File: src/rtl/dqn_pkg.sv
// Shared types and constants for the DQN training controllers.
// Holds the scheduler state encoding, default word widths and fp32 constants.
package dqn_pkg;

    localparam int DQN_DATA_WIDTH   = 32;
    localparam int DQN_ACTION_WIDTH = 2;

    localparam logic [31:0] FP32_ZERO = 32'h0000_0000;
    localparam logic [31:0] FP32_ONE  = 32'h3F80_0000;

    typedef enum logic [3:0] {
        S_IDLE,
        S_WAIT_LOAD,
        S_SETTLE,
        S_FETCH,
        S_WAIT_RB,
        S_ISSUE,
        S_WAIT_NET,
        S_UPDATE,
        S_WAIT_UPD
    } sched_state_e;

endpackage

File: src/rtl/sched_watchdog.sv
// Cycle counter that flags the LIMIT-th consecutive enabled cycle.
// The owner clears it on every state change; it saturates at the limit.
module sched_watchdog #(
    parameter int LIMIT = 4096
) (
    input  logic clk,
    input  logic rst_n,
    input  logic clr_i,
    input  logic en_i,
    output logic hit_o
);
    localparam int CW = $clog2(LIMIT + 1);

    logic [CW-1:0] cnt_q, cnt_d;

    assign hit_o = en_i && (cnt_q == CW'(LIMIT - 1));

    always_comb begin
        cnt_d = cnt_q;
        if (clr_i)
            cnt_d = '0;
        else if (en_i && !hit_o)
            cnt_d = cnt_q + CW'(1);
    end

    always_ff @(posedge clk or negedge rst_n) begin
        if (!rst_n) cnt_q <= '0;
        else        cnt_q <= cnt_d;
    end

endmodule

File: src/rtl/dqn_train_scheduler.sv
// Training-run sequencer: weight load, replay fetch, per-sample issue to the
// network, and periodic soft target updates, with a done-handshake watchdog.
module dqn_train_scheduler
    import dqn_pkg::*;
#(
    parameter int DATA_WIDTH      = DQN_DATA_WIDTH,
    parameter int ACTION_WIDTH    = DQN_ACTION_WIDTH,
    parameter int BATCH_SIZE      = 16,
    parameter int UPDATE_PERIOD   = 4,
    parameter int SETTLE_CYCLES   = 2,
    parameter int WATCHDOG_CYCLES = 4096,
    parameter int CNT_WIDTH       = 16
) (
    input  logic                    clk,
    input  logic                    rst_n,
    input  logic                    i_start,
    input  logic                    i_stop,
    input  logic                    i_load_weight_done,
    output logic                    o_rb_req,
    input  logic                    i_rb_valid,
    input  logic [DATA_WIDTH-1:0]   i_rb_state_0,
    input  logic [DATA_WIDTH-1:0]   i_rb_state_1,
    input  logic [ACTION_WIDTH-1:0] i_rb_action,
    input  logic [DATA_WIDTH-1:0]   i_rb_reward,
    input  logic [DATA_WIDTH-1:0]   i_rb_next_state_0,
    input  logic [DATA_WIDTH-1:0]   i_rb_next_state_1,
    input  logic                    i_rb_done,
    output logic                    o_valid,
    output logic [DATA_WIDTH-1:0]   o_current_state_0,
    output logic [DATA_WIDTH-1:0]   o_current_state_1,
    output logic [ACTION_WIDTH-1:0] o_action,
    output logic [DATA_WIDTH-1:0]   o_reward,
    output logic [DATA_WIDTH-1:0]   o_next_state_0,
    output logic [DATA_WIDTH-1:0]   o_next_state_1,
    output logic                    o_done,
    output logic                    o_train_mode,
    output logic                    o_update_request,
    input  logic                    i_main_net_done,
    input  logic                    i_update_done,
    output logic                    o_busy,
    output logic [CNT_WIDTH-1:0]    o_batch_count,
    output logic                    o_error
);
    localparam int TW = 5 * DATA_WIDTH + ACTION_WIDTH + 1;
    localparam int SW = $clog2(BATCH_SIZE + 1);
    localparam int UW = $clog2(UPDATE_PERIOD + 1);

    sched_state_e         state_q, state_d;
    logic                 stop_q, stop_d, train_q, train_d, err_q, err_d;
    logic                 rb_req_q, rb_req_d, valid_q, valid_d, upd_q, upd_d;
    logic [CNT_WIDTH-1:0] batch_q, batch_d;
    logic [SW-1:0]        sample_q, sample_d;
    logic [UW-1:0]        bmod_q, bmod_d;
    logic [TW-1:0]        tup_q;
    logic                 stop_any, capture, state_chg, wd_en, wd_hit, settle_hit;

    assign stop_any  = stop_q | i_stop;
    assign capture   = (state_q == S_WAIT_RB) && i_rb_valid;
    assign state_chg = (state_d != state_q);
    assign wd_en     = (state_q == S_WAIT_LOAD) || (state_q == S_WAIT_RB) ||
                       (state_q == S_WAIT_NET)  || (state_q == S_WAIT_UPD);

    sched_watchdog #(.LIMIT(WATCHDOG_CYCLES)) u_wd (
        .clk(clk), .rst_n(rst_n), .clr_i(state_chg), .en_i(wd_en), .hit_o(wd_hit)
    );

    // Same counter gives the post-update quiet time for the network FSM.
    sched_watchdog #(.LIMIT(SETTLE_CYCLES)) u_settle (
        .clk(clk), .rst_n(rst_n), .clr_i(state_chg), .en_i(state_q == S_SETTLE),
        .hit_o(settle_hit)
    );

    always_comb begin
        state_d  = state_q;
        stop_d   = stop_q | i_stop;
        train_d  = train_q;
        err_d    = err_q;
        batch_d  = batch_q;
        sample_d = sample_q;
        bmod_d   = bmod_q;
        rb_req_d = 1'b0;
        valid_d  = 1'b0;
        upd_d    = 1'b0;
        unique case (state_q)
            S_IDLE: begin
                stop_d = 1'b0;
                if (i_start) begin
                    err_d    = 1'b0;
                    batch_d  = '0;
                    sample_d = '0;
                    bmod_d   = '0;
                    state_d  = S_WAIT_LOAD;
                end
            end
            S_WAIT_LOAD: begin
                if (i_load_weight_done) begin
                    train_d = 1'b1;
                    state_d = S_SETTLE;
                end else if (stop_any) begin
                    state_d = S_IDLE;
                end else if (wd_hit) begin
                    err_d   = 1'b1;
                    state_d = S_IDLE;
                end
            end
            S_SETTLE: if (settle_hit) state_d = S_FETCH;
            S_FETCH: begin
                rb_req_d = 1'b1;
                state_d  = S_WAIT_RB;
            end
            S_WAIT_RB: begin
                if (i_rb_valid) begin
                    state_d = S_ISSUE;
                end else if (stop_any) begin
                    state_d = S_IDLE;
                end else if (wd_hit) begin
                    err_d   = 1'b1;
                    state_d = S_IDLE;
                end
            end
            S_ISSUE: begin
                valid_d = 1'b1;
                state_d = S_WAIT_NET;
            end
            S_WAIT_NET: begin
                if (i_main_net_done) begin
                    state_d = stop_any ? S_IDLE : S_FETCH;
                    if (sample_q == SW'(BATCH_SIZE - 1)) begin
                        sample_d = '0;
                        batch_d  = batch_q + CNT_WIDTH'(1);
                        if (bmod_q == UW'(UPDATE_PERIOD - 1)) begin
                            bmod_d  = '0;
                            state_d = S_UPDATE;
                        end else begin
                            bmod_d = bmod_q + UW'(1);
                        end
                    end else begin
                        sample_d = sample_q + SW'(1);
                    end
                end else if (wd_hit) begin
                    err_d   = 1'b1;
                    state_d = S_IDLE;
                end
            end
            S_UPDATE: begin
                upd_d   = 1'b1;
                state_d = S_WAIT_UPD;
            end
            S_WAIT_UPD: begin
                if (i_update_done) begin
                    state_d = stop_any ? S_IDLE : S_SETTLE;
                end else if (wd_hit) begin
                    err_d   = 1'b1;
                    state_d = S_IDLE;
                end
            end
            default: state_d = S_IDLE;
        endcase
        if (state_d == S_IDLE) train_d = 1'b0;
    end

    always_ff @(posedge clk or negedge rst_n) begin
        if (!rst_n) begin
            state_q  <= S_IDLE;
            stop_q   <= 1'b0;
            train_q  <= 1'b0;
            err_q    <= 1'b0;
            batch_q  <= '0;
            sample_q <= '0;
            bmod_q   <= '0;
            rb_req_q <= 1'b0;
            valid_q  <= 1'b0;
            upd_q    <= 1'b0;
        end else begin
            state_q  <= state_d;
            stop_q   <= stop_d;
            train_q  <= train_d;
            err_q    <= err_d;
            batch_q  <= batch_d;
            sample_q <= sample_d;
            bmod_q   <= bmod_d;
            rb_req_q <= rb_req_d;
            valid_q  <= valid_d;
            upd_q    <= upd_d;
        end
    end

    // Tuple holds from capture until the next accepted replay word.
    always_ff @(posedge clk or negedge rst_n) begin
        if (!rst_n)       tup_q <= '0;
        else if (capture) tup_q <= {i_rb_state_0, i_rb_state_1, i_rb_action, i_rb_reward,
                                    i_rb_next_state_0, i_rb_next_state_1, i_rb_done};
    end

    assign {o_current_state_0, o_current_state_1, o_action, o_reward,
            o_next_state_0, o_next_state_1, o_done} = tup_q;

    assign o_rb_req         = rb_req_q;
    assign o_valid          = valid_q;
    assign o_update_request = upd_q;
    assign o_train_mode     = train_q;
    assign o_error          = err_q;
    assign o_batch_count    = batch_q;
    assign o_busy           = (state_q != S_IDLE);

endmodule

File: config.mk
export PLATFORM = sky130hd
export DESIGN_NAME = dqn_train_scheduler
export DESIGN_NICKNAME = d
export VERILOG_FILES = /design/src/rtl/dqn_pkg.sv /design/src/rtl/sched_watchdog.sv /design/src/rtl/dqn_train_scheduler.sv
export SDC_FILE = /design/constraint.sdc
export NUM_CORES = 1
export LEC_CHECK = 0
export CORE_ASPECT_RATIO = 2
export CORE_MARGIN = 1
export CORE_UTILIZATION = 39
export CTS_CLUSTER_SIZE = 12
export DETAILED_ROUTE_END_ITERATION = 10
export GPL_TIMING_DRIVEN = 0
export PLACE_DENSITY = 0.73
export SYNTH_ARGS = -nofsm -noshare
export SYNTH_HDL_FRONTEND = slang
export SYNTH_SLANG_ARGS = --single-unit
File: constraint.sdc
create_clock -name clk -period 2.3 [get_ports clk]
set_clock_uncertainty 0.15 [all_clocks]
set_input_delay 0.46 -clock clk [delete_from_list [all_inputs] [get_ports clk]]
set_output_delay 0.46 -clock clk [all_outputs]
set_load 0.02 [all_outputs]
==> results.json <==
{
  "cts_root_buf": "clkbuf_16",
  "gr-total-overflow": 0,
  "drv_slew": 0,
  "path_clk_slew_ps": 60,
  "synth_flop_cell": "dfrtp_1",
  "n_antenna_cell": 0,
  "syn_avg_cell_area_um2": 13.73,
  "ant_nets": 0,
  "powerDensity_nw_per_um2": 1281,
  "hpwlAfterDp_um": 19010,
  "vias_per_cell": 5.063,
  "die_w_um": 107.2,
  "layout-drive-gt1-share": 0.2642,
  "ir_worst_vdd_uv": 907.8,
  "maxCapViolCount": 0,
  "worst-path-buf-inv": 3,
  "netlist_area_um2": 8638,
  "syn_inst": 629,
  "synth_edf_count": 0,
  "ys_seq_area_frac": 0.6141,
  "r2r_start": "state_q[1]",
  "fmax_mhz": 435.9,
  "r2r_slack_ps": 6,
  "fin_nets": 1210,
  "dr.pass1.iters": 4,
  "final_cell_mix": "353 x clkdlybuf4s50_1, 209 x dfrtp_1, 163 x mux2_2, 41 x nor2_1, 26 x nand2_1",
  "cp.required_ps": 2530,
  "grt_max_degree": 95,
  "cts_max_path_buffers": 3,
  "tightest_slew_ps": 623.1,
  "setup.worst_path.end_class": "flop",
  "drtIter0Drc": 144,
  "final_common_cell": "clkdlybuf4s50_1",
  "synthDistinctLibCells": 53,
  "total_leakage_power_uw": 0.005894,
  "r2r-end": "u_wd.cnt_q[8]",
  "cp_common_cell": "buf_6",
  "path_cells": "buf_6, nand4b_1, o21ai_1, o311a_1, o211ai_2, buf_6, buf_6, nor2_1",
  "synth_top_area_frac": 0.6141,
  "grt_pass1_vias": 7063,
  "status": "finished clean",
  "crit_fanout": 10,
  "fp-row-count": 76,
  "syn_to_final_growth_pct": 56.97,
  "yosys_warnings": 0,
  "cts_buffers": 21,
  "num_vias": 6633,
  "h-tree-depth": 1,
  "cp_slowest_stage_delay_ps": 500,
  "hold_path.class": "in2async",
  "totalWireLength_um": 25220,
  "post-place-cells": 1259,
  "rsz0062_at_grt": "yes",
  "fin_util": 0.6282,
  "finalSetupViolCount": 0,
  "port_buffers": 355,
  "layoutNonFillerInstCount": 1310,
  "postSynth.asyncResetShare": 1.000,
  "critPathArrivalTime_ps": 2520,
  "critPathKind": "reg2reg",
  "finalHoldViolations": 0,
  "relSlewSlack": 0.5808,
  "slowest_stage": "dfrtp_2",
  "ys_ff_latch": 212,
  "clk_latency_ps": 500,
  "finalCritPeriodShare": 0.9975,
  "place_congestion": 0.9493,
  "fillers": 1681,
  "cp-start-kind": "flop",
  "hold_slack_ps": 313.3,
  "die_y_um": 212.5,
  "min_period_ps": 2294,
  "cts.sinks": 212,
  "cts_tree": "done",
  "core_um2": 21590,
  "grt_usage": 0.2215,
  "route.detailed.drc": 0,
  "pre_cts_ws_ps": -547.5,
  "grt_pass1_wl_um": 38270,
  "synth_top_cells_by_area": "dfrtp_1 61%, mux2_2 21%, nor2_1 1.9%",
  "top_level_ports": 356,
  "report.power.total_uw": 17370,
  "die_area_um2": 22780,
  "initial_utilization": 0.4002,
  "antenna_found_initial": 0,
  "synth_top_cell_by_area": "dfrtp_1",
  "fin_ws_ps": 5.743,
  "wire_per_inst_um": 19.25,
  "crit_family": "compound AO/OA/AOI/OAI gates",
  "syn_nets": 805,
  "ff2ff_path_depth": 8
}
## synthesized netlist by cell type, types with 2 or more instances
cell type and number:
mux2_2 163, buf_2 20, nor4b_1 2, nand4_1 10, and3_1 9, nand2b_1 4
mux2i_1 2, a31oi_1 2, or3_1 6, o21a_1 3, xnor2_1 7, ha_1 5
nor3b_1 3, clkbuf_1 9, or4_1 3, dfrtp_1 212, nor2_1 44, nor3_1 7
nand3_1 11, nor4_1 4, xor2_1 14, o41ai_1 2, and2_1 2, a21oi_1 14
a21o_1 3, nor2b_1 3, nand2_1 26, o21ai_0 11, inv_1 3, o31ai_1 2
## flip-flops by register name (all words and copies together) (netlist names)
| register | count |
|---|---|
| u_settle.cnt_q | 2 |
| stop_q | 1 |
| tup_q | 163 |
| u_wd.cnt_q | 13 |
| o_error | 1 |
| sample_q | 5 |
| o_valid | 1 |
| o_update_request | 1 |
| o_train_mode | 1 |
| state_q | 4 |
| o_rb_req | 1 |
| bmod_q | 3 |
| o_batch_count | 16 |
## timing repair
item	in CTS	in global routing
gates resized for setup	40	28
hold endpoints to repair	42	0
endpoints found under the setup margin	199	120
gates cloned	1	0
pin swaps	7	9
hold buffers	1	0
setup buffers	14	10
## power breakdown
| part | leakage [uW] | total (uW) | switching [uW] | internal (uW) |
|---|---|---|---|---|
| clock | 0.000268 | 3000 | 1360 | 1640 |
| combinational | 0.00294 | 8440 | 4000 | 4440 |
| sequential | 0.00269 | 5930 | 755 | 5180 |
| total | 0.00589 | 17400 | 6110 | 11300 |
## final cells by class
class	instances	area (um^2)	share of cell area
Timing Repair Buffer	383	3821	0.2818
Buffer	29	186.4	0.01375
Sequential cell	212	5309	0.3915
Clock buffer	25	540.5	0.03986
Tap cell	273	341.6	0.02519
Inverter	3	11.26	0.0008305
Clock inverter	1	8.758	0.0006459
Multi-Input combinational cell	384	3341	0.2464
## worst reg2reg max path, cell delays in order, from the launching register on
cell	delay (ps)
dfrtp_2	500
buf_6	180
nand4b_1	270
o21ai_1	160
o311a_1	400
o211ai_2	200
buf_6	150
buf_6	120
nor2_1	50
## kinds of logic after synthesis
family / after synthesis / synth area share
AND/OR/NAND/NOR: 143 / 0.08618
flip-flops: 212 / 0.6141
multiplexers: 165 / 0.2148
AO/OA/AOI/OAI: 50 / 0.03867
XOR/XNOR: 21 / 0.02129
buffers and inverters: 33 / 0.01767
adder cells (fa/ha/maj): 5 / 0.007242
## how the worst max path moves through the flow
stage	start	to	cells after the start
floorplan	state_q[2]	u_wd.cnt_q[0]	8
global placement	rst_n	tup_q[126]	1
detailed placement	state_q[0]	tup_q[39]	6
CTS	state_q[1]	tup_q[110]	5
global route	state_q[0]	u_wd.cnt_q[8]	9
finish	state_q[1]	u_wd.cnt_q[8]	8
## stage by stage
| stage | setup TNS, ps | cell area [um^2] |
|---|---|---|
| final | 0 | 13560 |
| after global routing | -36.51 | 13560 |
| after CTS | 0 | 13400 |
| after detailed placement | -88510 | 12590 |
| after global placement | -1904750 | 12530 |
| after floorplan | 0 | 8638 |
## metal layers
| metal | up-vias | GRT usage | wire [um] |
|---|---|---|---|
| li1 | 3025 | - | - |
| met1 | 3281 | 0.2262 | 8300 |
| met2 | 265 | 0.4169 | 14030 |
| met3 | 62 | 0.05334 | 1865 |
| met4 | 0 | 0.1001 | 1021 |
| met5 | - | 0 | 0 |
Note: power is estimated with default switching activity, not from simulation.
